[src/rtl/segled_pkg.sv]
`default_nettype none
// +----------------------------------------------------------------------+
// | segled_pkg                                                           |
// | Shared constants for the serial 7-segment receiver: frame geometry,  |
// | FSM state encoding and the active-low glyph set for 0..F.            |
// | Revision: 1.0                                                        |
// +----------------------------------------------------------------------+
package segled_pkg;

    localparam int c_FRAME_BITS = 64;
    localparam int c_DIGITS     = c_FRAME_BITS / 8;

    localparam int         c_ST_W      = 2;
    localparam logic [1:0] c_ST_IDLE   = 2'd0;
    localparam logic [1:0] c_ST_SHIFT  = 2'd1;
    localparam logic [1:0] c_ST_LATCH  = 2'd2;
    localparam logic [1:0] c_ST_DECODE = 2'd3;

    // Segment bits {g,f,e,d,c,b,a}, 0 = lit
    localparam logic [6:0] c_GLYPH_0 = 7'h40;
    localparam logic [6:0] c_GLYPH_1 = 7'h79;
    localparam logic [6:0] c_GLYPH_2 = 7'h24;
    localparam logic [6:0] c_GLYPH_3 = 7'h30;
    localparam logic [6:0] c_GLYPH_4 = 7'h19;
    localparam logic [6:0] c_GLYPH_5 = 7'h12;
    localparam logic [6:0] c_GLYPH_6 = 7'h02;
    localparam logic [6:0] c_GLYPH_7 = 7'h78;
    localparam logic [6:0] c_GLYPH_8 = 7'h00;
    localparam logic [6:0] c_GLYPH_9 = 7'h10;
    localparam logic [6:0] c_GLYPH_A = 7'h08;
    localparam logic [6:0] c_GLYPH_B = 7'h03;
    localparam logic [6:0] c_GLYPH_C = 7'h46;
    localparam logic [6:0] c_GLYPH_D = 7'h21;
    localparam logic [6:0] c_GLYPH_E = 7'h06;
    localparam logic [6:0] c_GLYPH_F = 7'h0E;

    function automatic logic [6:0] glyph_of(input logic [3:0] nib);
        logic [6:0] g;
        case (nib)
            4'h0:    g = c_GLYPH_0;
            4'h1:    g = c_GLYPH_1;
            4'h2:    g = c_GLYPH_2;
            4'h3:    g = c_GLYPH_3;
            4'h4:    g = c_GLYPH_4;
            4'h5:    g = c_GLYPH_5;
            4'h6:    g = c_GLYPH_6;
            4'h7:    g = c_GLYPH_7;
            4'h8:    g = c_GLYPH_8;
            4'h9:    g = c_GLYPH_9;
            4'hA:    g = c_GLYPH_A;
            4'hB:    g = c_GLYPH_B;
            4'hC:    g = c_GLYPH_C;
            4'hD:    g = c_GLYPH_D;
            4'hE:    g = c_GLYPH_E;
            default: g = c_GLYPH_F;
        endcase
        return g;
    endfunction

endpackage
`default_nettype wire

[src/rtl/seg7_glyph_decode.sv]
`default_nettype none
// +----------------------------------------------------------------------+
// | seg7_glyph_decode                                                    |
// | Maps one active-low 7-segment pattern back to its hex nibble.        |
// | Revision: 1.0                                                        |
// +----------------------------------------------------------------------+
module seg7_glyph_decode
    import segled_pkg::*;
(
    input  logic [6:0] i_seg,
    output logic [3:0] o_nibble,
    output logic       o_valid
);

    // Glyphs are unique, so at most one entry can match
    always_comb begin
        o_nibble = 4'h0;
        o_valid  = 1'b0;
        for (int n = 0; n < 16; n++) begin
            if (i_seg == glyph_of(4'(n))) begin
                o_nibble = 4'(n);
                o_valid  = 1'b1;
            end
        end
    end

endmodule
`default_nettype wire

[src/rtl/segled_serial_rx.sv]
`default_nettype none
// +----------------------------------------------------------------------+
// | segled_serial_rx                                                     |
// | Oversampling receiver for the 4-wire serial 7-segment link; latches  |
// | whole frames and decodes each segment byte back into a hex digit.    |
// | Revision: 1.0                                                        |
// +----------------------------------------------------------------------+
module segled_serial_rx
    import segled_pkg::*;
#(
    parameter int FRAME_BITS = c_FRAME_BITS,
    parameter int DIGITS     = FRAME_BITS / 8,
    parameter int CNT_W      = 7
) (
    input  logic                  clk,
    input  logic                  rstn,
    input  logic                  seg_clk,
    input  logic                  seg_do,
    input  logic                  seg_pen,
    input  logic                  seg_clr,
    output logic [FRAME_BITS-1:0] seg_pattern,
    output logic [4*DIGITS-1:0]   digits,
    output logic [DIGITS-1:0]     digit_valid,
    output logic                  frame_valid,
    output logic                  frame_err,
    output logic [15:0]           frame_count
);

    logic [1:0]            r_clk_sync;
    logic [1:0]            r_do_sync;
    logic [1:0]            r_pen_sync;
    logic [1:0]            r_clr_sync;
    logic                  r_clk_d;
    logic                  r_pen_d;

    logic [c_ST_W-1:0]     r_state;
    logic [CNT_W-1:0]      r_cnt;
    logic [FRAME_BITS-1:0] r_shreg;
    logic [FRAME_BITS-1:0] r_seg_pattern;
    logic [4*DIGITS-1:0]   r_digits;
    logic [DIGITS-1:0]     r_digit_valid;
    logic                  r_frame_valid;
    logic                  r_frame_err;
    logic [15:0]           r_frame_count;

    logic                  w_clk_s;
    logic                  w_do_s;
    logic                  w_pen_s;
    logic                  w_clr_s;
    logic                  w_clk_rise;
    logic                  w_pen_rise;
    logic                  w_pen_fall;
    logic [4*DIGITS-1:0]   w_nibbles;
    logic [DIGITS-1:0]     w_valids;

    // pen synchronizer resets low so a reset mid-frame never produces a falling edge
    always_ff @(posedge clk or negedge rstn) begin
        if (!rstn) begin
            r_clk_sync <= 2'b00;
            r_do_sync  <= 2'b00;
            r_pen_sync <= 2'b00;
            r_clr_sync <= 2'b11;
            r_clk_d    <= 1'b0;
            r_pen_d    <= 1'b0;
        end else begin
            r_clk_sync <= {r_clk_sync[0], seg_clk};
            r_do_sync  <= {r_do_sync[0],  seg_do};
            r_pen_sync <= {r_pen_sync[0], seg_pen};
            r_clr_sync <= {r_clr_sync[0], seg_clr};
            r_clk_d    <= w_clk_s;
            r_pen_d    <= w_pen_s;
        end
    end

    assign w_clk_s    = r_clk_sync[1];
    assign w_do_s     = r_do_sync[1];
    assign w_pen_s    = r_pen_sync[1];
    assign w_clr_s    = r_clr_sync[1];
    assign w_clk_rise = w_clk_s & ~r_clk_d;
    assign w_pen_rise = w_pen_s & ~r_pen_d;
    assign w_pen_fall = ~w_pen_s & r_pen_d;

    always_ff @(posedge clk or negedge rstn) begin
        if (!rstn) begin
            r_state       <= c_ST_IDLE;
            r_cnt         <= '0;
            r_shreg       <= '0;
            r_seg_pattern <= '1;
            r_digits      <= '0;
            r_digit_valid <= '0;
            r_frame_valid <= 1'b0;
            r_frame_err   <= 1'b0;
            r_frame_count <= '0;
        end else if (!w_clr_s) begin
            r_state       <= c_ST_IDLE;
            r_cnt         <= '0;
            r_shreg       <= '0;
            r_seg_pattern <= '1;
            r_digit_valid <= '0;
            r_frame_valid <= 1'b0;
            r_frame_err   <= 1'b0;
        end else begin
            r_frame_valid <= 1'b0;
            case (r_state)
                c_ST_IDLE: begin
                    if (w_pen_fall) begin
                        r_cnt   <= '0;
                        r_state <= c_ST_SHIFT;
                    end
                end
                c_ST_SHIFT: begin
                    // A bit arriving with the pen rise is still counted
                    if (w_clk_rise) begin
                        r_shreg <= {r_shreg[FRAME_BITS-2:0], w_do_s};
                        if (r_cnt != CNT_W'(FRAME_BITS + 1))
                            r_cnt <= r_cnt + 1'b1;
                    end
                    if (w_pen_rise)
                        r_state <= c_ST_LATCH;
                end
                c_ST_LATCH: begin
                    if (r_cnt == CNT_W'(FRAME_BITS)) begin
                        r_seg_pattern <= r_shreg;
                        r_frame_count <= r_frame_count + 16'd1;
                        r_state       <= c_ST_DECODE;
                    end else begin
                        r_frame_err <= 1'b1;
                        r_state     <= c_ST_IDLE;
                    end
                end
                default: begin
                    r_digits      <= w_nibbles;
                    r_digit_valid <= w_valids;
                    r_frame_valid <= 1'b1;
                    r_state       <= c_ST_IDLE;
                end
            endcase
        end
    end

    for (genvar gi = 0; gi < DIGITS; gi++) begin : g_digit
        seg7_glyph_decode u_decode (
            .i_seg    (r_seg_pattern[8*gi +: 7]),
            .o_nibble (w_nibbles[4*gi +: 4]),
            .o_valid  (w_valids[gi])
        );
    end

    assign seg_pattern = r_seg_pattern;
    assign digits      = r_digits;
    assign digit_valid = r_digit_valid;
    assign frame_valid = r_frame_valid;
    assign frame_err   = r_frame_err;
    assign frame_count = r_frame_count;

endmodule
`default_nettype wire
[config.mk]
export PLATFORM = sky130hd
export DESIGN_NAME = segled_serial_rx
export DESIGN_NICKNAME = d
export VERILOG_FILES = /design/src/rtl/segled_pkg.sv /design/src/rtl/seg7_glyph_decode.sv /design/src/rtl/segled_serial_rx.sv
export SDC_FILE = /design/constraint.sdc
export NUM_CORES = 1
export LEC_CHECK = 0
export CORE_MARGIN = 2
export CORE_UTILIZATION = 36
export CTS_CLUSTER_DIAMETER = 150
export DETAILED_ROUTE_END_ITERATION = 12
export DONT_BUFFER_PORTS = 1
export GPL_TIMING_DRIVEN = 0
export HOLD_SLACK_MARGIN = 0.02
export PLACE_DENSITY = 0.51
export SYNTH_ARGS = -nofsm -noshare
export SYNTH_HDL_FRONTEND = slang
export SYNTH_SLANG_ARGS = --single-unit
[constraint.sdc]
create_clock -name clk -period 1.8 [get_ports clk]
set_input_delay 0.18 -clock clk [delete_from_list [all_inputs] [get_ports clk]]
set_output_delay 0.18 -clock clk [all_outputs]
set_load 0.02 [all_outputs]
==> summary.md <==
| Metric | Value |
|---|---|
| Site Rows | `62` |
| Clock Latency Late Sink | `520 ps` |
| TritonCTS clock tree | `built` |
| Input/output buffers | `0` |
| GPL Wtd Cong | `0.854` |
| Total number of vias | `8,790` |
| Vias in the first global route | `8,445` |
| Top-level port count | `128` |
| Cells after synthesis | `1,125` |
| Cell Area, Synth | `0.0106 sq mm` |
| WP data arrival | `2250 ps` |
| Final slew viol count | `0` |
| F_max | `539 MHz` |
| Yosys cell types | `74` |
| Outcome | `finished, violations left` |
| Peak supply drop | `621 uV` |
| Routed Antenna Nets | `0` |
| First DRT Iteration DRCs | `530` |
| First-pass GRT wire length | `47,600 um` |
| RSZ-0062 raised after global routing | `yes` |
| Top_reg_cell synth | `dfrtp_1` |
| Hold_buf cts | `4` |
| Max_cap viols | `0` |
| Final Hold Vio Count | `205` |
| Die Height | `175 um` |
| Sequential share of the synthesized area | `0.492` |
| Yosys synthesis warning count | `0` |
| Core area | `0.0289 sq mm` |
| Gr ovfl total | `0` |
| WP data required | `2200 ps` |
| Htree depth | `1` |
| Crit path kind | `flop to flop` |
| Total track usage | `0.190` |
| Starting Density | `0.367` |
| Asr flop ratio synth | `1.00` |
| Worst Setup End Kind | `flop` |
| DP Worst Slack | `-775 ps` |
| Via density | `5.48` |
| Root Driver | `clkbuf_16` |
| Cell taking the most area after synthesis | `dfrtp_1` |
| Longest Clk Path Bufs | `3` |
| Min Hold Slack | `-641 ps` |
| Antenna cell count | `0` |
| Fraction of layout cells with a size suffix above 1 | `0.274` |
| Die area | `0.0308 sq mm` |
| Avg Cell Area, Syn | `9.41 sq um` |
| DP Wirelength | `19,600 um` |
| Final Skew | `15.8 ps` |
| Layout area overhead | `26.3%` |
| Num CTS Buffers | `25` |
| CTS sink count | `205` |
| PwrDens | `785 mW/mm^2` |
| Final setup fails | `2` |
| Crit start category | `flop` |
| Slew @ Worst Pin | `542 ps` |
| Failing checks | `hold timing, setup timing` |
| Largest net degree at the start of global routing | `206` |
| Post-synth EDFFs | `0` |
| Fin crit share | `1.03` |
| #FFs+latches synth | `205` |
| Ranking of synthesized cells by area | `dfrtp_1 33%, dfstp_2 16%, nand2_1 7.3%` |
| Drc violations | `0` |
| Mapped Nets | `1,135` |
| Worst-path maximum fanout | `6` |
| Clock period minus final worst setup slack | `1860 ps` |
| Static Leakage | `5.43 nW` |
| Worst-path clk slew | `70 ps` |
| Nets@finish | `1,211` |
| Relative slew slack | `0.638` |
| Pre-antenna DRT Iters | `5` |
| Post-DP Area | `0.0111 sq mm` |
| Final Cell Area | `0.0134 sq mm` |
| Final WL | `30,300 um` |
| Top-area cell type share of the netlist area | `0.329` |
| Initial antenna violation count | `0` |
| Final Worst Setup Slack | `-55.9 ps` |
| Hold crit path type | `primary input to async pin` |
| Wire per inst | `18.9 um` |
| Die W | `175 um` |
-- area by class of cell --
| type | instances | area [sq um] |
|---|---|---|
| flip-flops and latches | 205 | 5220 |
| multi-input cells | 801 | 5410 |
| well taps | 384 | 480 |
| clock buffers | 30 | 674 |
| plain buffers | 100 | 825 |
| fillers | 2757 | 15500 |
| clock inverters | 16 | 249 |
| repair buffers | 50 | 435 |
| inverters | 18 | 73.8 |
-- metrics by stage --
step / utilization / setup TNS, ps / std cells / total power, mW / hold WS [ps]
after global placement: 0.384 / -66810 / 1509 / 4.92 / -109
after global routing: 0.463 / -6730 / 1604 / 10.9 / -672
after floorplan: - / -14.6 / 1125 / 4.86 / -116
after detailed placement: 0.384 / -67450 / 1509 / 4.92 / -107
final: 0.463 / -70.6 / 1604 / 10.5 / -641
after CTS: 0.437 / -129 / 1580 / 10.6 / -667
-- timing repair --
item                                    4_1_cts  5_1_grt
endpoints found under the setup margin      186      164
setup buffers                                22       23
resized for setup                           142      198
cloned                                        0        1
pin swaps                                     8       37
endpoints found under the hold margin       209      205
-- per-layer routing --
layer  wire, um  GRT usage  vias up
met5          0          0        -
met4        751     0.0551        0
met3       1980     0.0485       48
met2      13700      0.296      213
met1      13800      0.261     4312
li1           -          -     4217
-- placed cells by master, fill, tap and decap left out, types with 6 or more instances in the layout --
cell / n
buf_4: 56
a31oi_1: 14
nor3_1: 21
dfstp_2: 64
nand4b_1: 6
and3b_1: 12
nand4_1: 16
nor3_2: 7
nor3b_1: 7
a32oi_1: 6
clkbuf_4: 15
a21boi_1: 60
buf_2: 12
o22a_1: 65
clkbuf_2: 17
and3_1: 12
nand2_1: 204
nor4_1: 7
buf_8: 11
nand2b_1: 7
o21ai_0: 46
nor4b_1: 6
xor2_1: 11
xnor2_1: 14
a21boi_0: 6
dfrtp_1: 136
clkbuf_16: 26
nor2_1: 59
nor2b_1: 10
bufinv_16: 6
buf_6: 22
nand3_1: 18
inv_1: 16
a21oi_1: 19
clkbuf_1: 10
o21ai_1: 14
-- final timing paths --
check | start | to | slack, ps | cells after the start
setup / recovery | seg_pattern[16] | digit_valid[2] | -60 | 6
min in group clk | seg_clr | r_clr_sync[0] | 200 | 1
hold reg to reg | r_do_sync[0] | r_do_sync[1] | 350 | 0
setup reg to reg | seg_pattern[16] | digit_valid[2] | -60 | 6
hold / removal | rstn | r_cnt[4] | -640 | 0
max in group asynchronous | rstn | seg_pattern[30] | 1950 | 0
-- sequential cells by signal, indices dropped and copies added, names as in the netlist --
register,cells
r_shreg,64
r_state,2
digit_valid,8
frame_count,16
r_do_sync,2
r_clk_sync,2
frame_err,1
frame_valid,1
r_pen_sync,2
digits,32
r_clk_d,1
seg_pattern,64
r_cnt,7
r_pen_d,1
r_clr_sync,2
-- report_power, final --
group	internal (mW)	switching, mW	leakage, nW
Sequential	4.64	0.0334	2.61
Combinational	0.0982	0.116	2.37
Clock	3.54	2.07	0.446
Total	8.28	2.22	5.43
-- Yosys cell counts, types with 7 or more instances --
cell      instances
nand2_1         207
dfrtp_1         139
clkbuf_1         71
dfstp_2          66
o22a_1           65
nor2_1           63
a21boi_1         60
o21ai_0          57
nor3_1           27
a21oi_1          22
nand3_1          20
buf_2            19
inv_1            18
nand4_1          16
a31oi_1          14
xnor2_1          14
and3_1           13
and3b_1          13
nor2b_1          13
nor3b_1          13
nor4b_1          13
nor4_1           11
xor2_1           11
a32oi_1          10
a21boi_0          8
buf_4             8
and2_1            7
nand2b_1          7
-- kinds of logic after synthesis --
logic type	Yosys count	synth area share
AO/OA/AOI/OAI	305	0.210
XOR/XNOR	25	0.0207
adder cells (fa/ha/maj)	6	0.00662
buffers and inverters	119	0.0480
flip-flops	205	0.492
AND/OR/NAND/NOR	465	0.223
-- worst max-delay path, stage by stage (launching register included) --
cell and delay [ps]:
dfstp_2 710, buf_8 170, inv_4 40, a221oi_4 320, o21ai_2 120, nor4_2 270
o21ai_1 90
No activity file was read; power rests on OpenSTA's default activity.
